**config.mk**
```make
export PLATFORM = sky130hd
export DESIGN_NAME = data_memory_ctrl
export DESIGN_NICKNAME = d
export VERILOG_FILES = /design/src/rtl/data_memory_ctrl.sv
export SDC_FILE = /design/constraint.sdc
export NUM_CORES = 2
export LEC_CHECK = 0
export BUFFER_PORTS_ARGS = -buffer_cell sky130_fd_sc_hd__buf_2
export CAP_MARGIN = 40
export CORE_ASPECT_RATIO = 1.4
export CORE_MARGIN = 2
export CORE_UTILIZATION = 40
export CTS_CLUSTER_SIZE = 30
export DETAILED_ROUTE_END_ITERATION = 16
export PLACE_DENSITY = 0.64
export SYNTH_ARGS = -nofsm -noshare
export SYNTH_HDL_FRONTEND = slang
export SYNTH_SLANG_ARGS = --single-unit
```
**constraint.sdc**
```tcl
create_clock -name clk -period 5.7 [get_ports clk]
set_input_delay 0.285 -clock clk [delete_from_list [all_inputs] [get_ports clk]]
set_output_delay 0.285 -clock clk [all_outputs]
set_load 0.02 [all_outputs]
```
**src/rtl/data_memory_ctrl.sv**
```systemverilog
// Byte-addressed little-endian 32-bit data memory behind valid/ready request and response channels.
// Byte/half/word access with load extension, fault detection and WAIT_STATES extra cycles per access.
module data_memory_ctrl #(
   parameter int unsigned DEPTH_WORDS = 64,
   parameter logic [31:0] BASE_ADDR   = 32'h0000_0000,
   parameter int unsigned WAIT_STATES = 0
) (
   input  logic        clk,
   input  logic        rst_n,
   input  logic        req_valid,
   output logic        req_ready,
   input  logic        req_write,
   input  logic [31:0] req_addr,
   input  logic [31:0] req_wdata,
   input  logic [1:0]  mem_size,
   input  logic        signed_unsigned,
   output logic        resp_valid,
   input  logic        resp_ready,
   output logic [31:0] resp_rdata,
   output logic        resp_fault
);
   localparam int IW = (DEPTH_WORDS > 1) ? $clog2(DEPTH_WORDS) : 1;
   localparam logic [32:0] SPAN = 33'(DEPTH_WORDS) << 2;

   typedef enum logic [1:0] {IDLE, ACCESS, RESP} state_t;

   state_t        state_q;
   logic [7:0]    cnt_q;
   logic          wr_q, uns_q, fault_q;
   logic [1:0]    size_q, lane_q;
   logic [IW-1:0] idx_q;
   logic [31:0]   wdata_q;
   logic          req_ready_q, resp_valid_q, resp_fault_q;
   logic [31:0]   resp_rdata_q;
   logic [31:0]   mem [DEPTH_WORDS];

   // Addresses below BASE_ADDR wrap to a huge offset, so one compare covers both range limits.
   logic [32:0] off_d;
   logic        fault_d;
   assign off_d   = {1'b0, req_addr} - {1'b0, BASE_ADDR};
   assign fault_d = (mem_size == 2'b00)
                  | ((mem_size == 2'b10) & req_addr[0])
                  | ((mem_size == 2'b11) & (|req_addr[1:0]))
                  | (off_d >= SPAN);

   logic        access_edge;
   assign access_edge = (state_q == ACCESS) && (cnt_q == 8'd0);

   logic [31:0] word_rd, load_d, wlanes_d;
   logic [15:0] half_rd;
   logic [7:0]  byte_rd;
   logic [3:0]  be_d;
   always_comb begin
      word_rd  = mem[idx_q];
      byte_rd  = word_rd[8*lane_q +: 8];
      half_rd  = lane_q[1] ? word_rd[31:16] : word_rd[15:0];
      load_d   = word_rd;
      be_d     = 4'b1111;
      wlanes_d = wdata_q;
      case (size_q)
         2'b01: begin
            load_d   = {{24{~uns_q & byte_rd[7]}}, byte_rd};
            be_d     = 4'b0001 << lane_q;
            wlanes_d = {4{wdata_q[7:0]}};
         end
         2'b10: begin
            load_d   = {{16{~uns_q & half_rd[15]}}, half_rd};
            be_d     = lane_q[1] ? 4'b1100 : 4'b0011;
            wlanes_d = {2{wdata_q[15:0]}};
         end
         default: ;
      endcase
   end

   always_ff @(posedge clk) begin
      if (rst_n && access_edge && wr_q && !fault_q) begin
         for (int b = 0; b < 4; b++) begin
            if (be_d[b]) mem[idx_q][8*b +: 8] <= wlanes_d[8*b +: 8];
         end
      end
   end

   // Faulty requests also pass through ACCESS for one cycle so every response has the same minimum latency.
   always_ff @(posedge clk) begin
      if (!rst_n) begin
         state_q      <= IDLE;
         cnt_q        <= 8'd0;
         wr_q         <= 1'b0;
         uns_q        <= 1'b0;
         fault_q      <= 1'b0;
         size_q       <= 2'b00;
         lane_q       <= 2'b00;
         idx_q        <= '0;
         wdata_q      <= 32'd0;
         req_ready_q  <= 1'b1;
         resp_valid_q <= 1'b0;
         resp_fault_q <= 1'b0;
         resp_rdata_q <= 32'd0;
      end else begin
         case (state_q)
            IDLE: begin
               if (req_valid) begin
                  wr_q        <= req_write;
                  uns_q       <= signed_unsigned;
                  size_q      <= mem_size;
                  lane_q      <= req_addr[1:0];
                  idx_q       <= off_d[IW+1:2];
                  wdata_q     <= req_wdata;
                  fault_q     <= fault_d;
                  cnt_q       <= fault_d ? 8'd0 : 8'(WAIT_STATES);
                  req_ready_q <= 1'b0;
                  state_q     <= ACCESS;
               end
            end
            ACCESS: begin
               if (cnt_q != 8'd0) begin
                  cnt_q <= cnt_q - 8'd1;
               end else begin
                  state_q      <= RESP;
                  resp_valid_q <= 1'b1;
                  resp_fault_q <= fault_q;
                  resp_rdata_q <= (wr_q || fault_q) ? 32'd0 : load_d;
               end
            end
            RESP: begin
               if (resp_ready) begin
                  state_q      <= IDLE;
                  resp_valid_q <= 1'b0;
                  resp_fault_q <= 1'b0;
                  resp_rdata_q <= 32'd0;
                  req_ready_q  <= 1'b1;
               end
            end
            default: state_q <= IDLE;
         endcase
      end
   end

   assign req_ready  = req_ready_q;
   assign resp_valid = resp_valid_q;
   assign resp_fault = resp_fault_q;
   assign resp_rdata = resp_rdata_q;
endmodule
```
==> results.json <==
{
  "critPathMaxStageDelay_ps": 870,
  "crit_path_end_kind": "flop",
  "regToRegSetupSlack_ps": 1530,
  "holdWs_ps": -6.08,
  "setup_violations": 0,
  "synth_edf_count": 2048,
  "cap_violations": 0,
  "hp-class": "input port to flop",
  "viasPerCell": 5.87,
  "slew_violations": 0,
  "crit_arrival_ps": 4840,
  "start_util_pct": 40.3,
  "overflow": 0,
  "critPathKind": "flop to flop",
  "worstPathCellList": "buf_4, mux4_2, mux2i_1, nor3_1, a211oi_1, o22a_1, o22ai_1, o2111ai_2, nand3_1",
  "path_max_fanout": 38,
  "critPathBufInv": 1,
  "cts_sinks": 2144,
  "p_total_mw": 36.3,
  "clock_skew_ps": 71.1,
  "hold_viol_final": 4,
  "status": "finished with violations",
  "async_reset_ff_share_pct": 0,
  "netlist_area_um2": 83800,
  "synth_area_leader_cell": "edfxtp_1",
  "synth_xor_area_share_pct": 0.0418,
  "cts_buffer_depth": 4,
  "cp_slowest_cell": "dfxtp_4",
  "switching_share_pct": 25.4,
  "first_global_vias": 43601,
  "tns_ps": 0,
  "p_clk_share_pct": 35.5,
  "path_clk_slew_ps": 80,
  "synth.avg_cell_area_um2": 20.6,
  "fp.dieH_um": 546,
  "via_count": 43198,
  "muxShareOfSynthArea_pct": 17.4,
  "wl_mm": 227,
  "grt_antenna_before_repair": 15,
  "drtIter0Drc": 5590,
  "dieArea_um2": 213000,
  "grt_pass1_wl_mm": 322,
  "cts_buffers": 190,
  "dp_hpwl_mm": 151,
  "synthCells": 4066,
  "cts_tree": "built",
  "drc": 0,
  "start_kind": "flop",
  "p_sw_mw": 9.22,
  "core_um2": 208000,
  "rows": 198,
  "p_seq_share_pct": 50.3,
  "synth-compound-area-share_pct": 1.80,
  "post-route-period-util_pct": 73.2,
  "io_pins": 107,
  "drive_gt1_share_pct": 29.9,
  "power.leakage_nw": 30.1,
  "area_delta_synth_final_pct": 14.8,
  "timing.final.crit_period_ps": 4170,
  "powerDensity_nw_per_um2": 378,
  "track_usage_pct": 21.2,
  "fmax_mhz": 240,
  "ant_nets": 0,
  "wire_per_inst_um": 30.9,
  "register_area_um2": 63500,
  "synth.area.top_cells": "edfxtp_1 73%, mux4_2 16%, dfxtp_1 2.3%",
  "crit_family": "compound AO/OA/AOI/OAI gates",
  "required_ps": 6370,
  "io_buffer_count": 106,
  "rsz0062_at_grt": "false",
  "firstDrtPassIters": 10,
  "violations": "hold timing",
  "synth_cell_type_count": 56,
  "vdd_drop_max_mv": 0.328,
  "die_w_um": 391,
  "clkLatencyLatePin_ps": 850,
  "min-delay-start": "req_valid",
  "p_int_mw": 27.1,
  "layout.nets": 4575,
  "synth.top_cell.area_share_pct": 73.4,
  "htreeDepth": 4,
  "gp_congestion": 0.960,
  "synth-simple-area-share_pct": 3.52,
  "synth_ff_type": "edfxtp_1",
  "yosysSeqAreaShare_pct": 75.7,
  "fillers": 17282,
  "combPwrFrac_pct": 14.1,
  "ys_ff_latch": 2144,
  "root_buffer": "clkbuf_16",
  "tightest_slew_ps": 936,
  "syn_nets": 4142,
  "multi_input_area_um2": 19400,
  "maxSlewHeadroom_pct": 37.4,
  "ys.warnings.count": 0,
  "grt_max_degree": 89,
  "synth_top_family_by_area": "multiplexers",
  "synth_fa_ha_area_share_pct": 0.0597
}
-- placed cells by master, fill, tap and decap left out, types with 12 or more instances in the layout --
master	n
buf_4	278
dfxtp_1	82
nand3_1	40
dlygate4sd3_1	55
a22oi_1	27
bufinv_16	19
inv_1	12
edfxtp_1	2048
mux2_2	24
buf_6	13
o21ai_4	18
clkbuf_1	29
clkbuf_16	192
nor2_1	333
buf_2	111
clkbuf_8	12
a21oi_1	91
o21ai_0	33
mux4_2	604
nand2_1	264
buf_12	16
clkinv_2	31
clkinv_1	32
mux2i_1	73
-- final timing paths --
check,endpoint,cells past startpoint
setup reg to reg,resp_rdata[26]$_SDFFE_PN0P_,9
setup / recovery,resp_rdata[26]$_SDFFE_PN0P_,9
hold / removal,wdata_q[21]$_SDFFE_PN0P_,4
hold reg to reg,wdata_q[21]$_SDFFE_PN0P_,2
-- synth_stat cells (11+ instances only) --
cell      count
nand2_1     267
buf_1        33
a22oi_1      27
clkbuf_1    111
buf_4        33
dfxtp_1      96
buf_6        14
o21ai_0      49
a21oi_1      91
buf_2        44
nand3_1      40
inv_1        13
mux2_2       24
mux4_2      604
edfxtp_1   2048
nor2b_1      11
nor3_1       12
o21ai_1      13
nor2_1      333
mux2i_1      73
-- logic make-up after synthesis --
family                     after synthesis
muxes                                  701
and+or+nand+nor                        717
AOI/OAI and AO/OA                      245
buffers and inverters                  251
adders and majority gates                4
DFF                                   2144
xor gates and xnor gates                 4
-- per-stage QoR --
stage / setup WS, ps / utilization, % / cell area (µm²) / cells
after floorplan: 1090 / - / 83800 / 4066
after global placement: 1490 / 42.2 / 87700 / 6742
after detailed placement: 1680 / 43.0 / 89400 / 6949
after CTS: 1610 / 46.2 / 96100 / 7342
after global routing: 1420 / 46.2 / 96100 / 7346
final: 1530 / 46.2 / 96200 / 7354
-- sequential cells by signal, indices dropped and copies added, names as in the netlist, 2 cells and up, named ones only --
name / flops
cnt_q: 8
idx_q: 6
size_q: 2
mem: 2048
lane_q: 2
state_q: 2
wdata_q: 32
resp_rdata: 32
-- power by group through the flow --
stage          Clock, mW  Sequential [mW]  Combinational, mW
2_1_floorplan          0             18.6               3.20
3_5_place_dp           0             18.6               5.09
5_1_grt             13.6             18.3               5.39
4_1_cts             13.0             18.3               5.14
3_3_place_gp           0             18.6               4.94
6_report            12.9             18.3               5.14
-- worst register-to-register path, cell delays in order (launching register included) --
cell,delay (ps)
dfxtp_4,870
buf_4,560
mux4_2,610
mux2i_1,150
nor3_1,60
a211oi_1,420
o22a_1,260
o22ai_1,140
o2111ai_2,740
nand3_1,180
-- area by class of cell --
| class | instances | share of cell area (%) |
|---|---|---|
| Sequential cell | 2144 | 66.0 |
| Multi-Input combinational cell | 1671 | 20.1 |
| Clock buffer | 233 | 5.28 |
| Timing Repair Buffer | 476 | 3.88 |
| Tap cell | 2700 | 3.51 |
| Clock inverter | 105 | 1.10 |
| Inverter | 16 | 0.0703 |
| Antenna cell | 9 | 0.0234 |
-- repair_timing --
| action | 4_1_cts | 5_1_grt |
|---|---|---|
| buffers inserted | 0 | 0 |
| resized for setup | 0 | 0 |
| endpoints found under the setup margin | 0 | 0 |
| hold buffers | 55 | 0 |
| hold endpoints to repair | 60 | 0 |
-- layer usage --
layer	part of all wire, %	track usage (%)	vias to the layer above	routed length, µm
met4	5.5	10.4	10	12600
met2	51	35.9	2179	115000
li1	-	-	17519	-
met3	8.2	3.92	544	18700
met1	35	26.0	22946	80500
met5	0.027	0	-	62
Power figures use the tool's default switching activity.
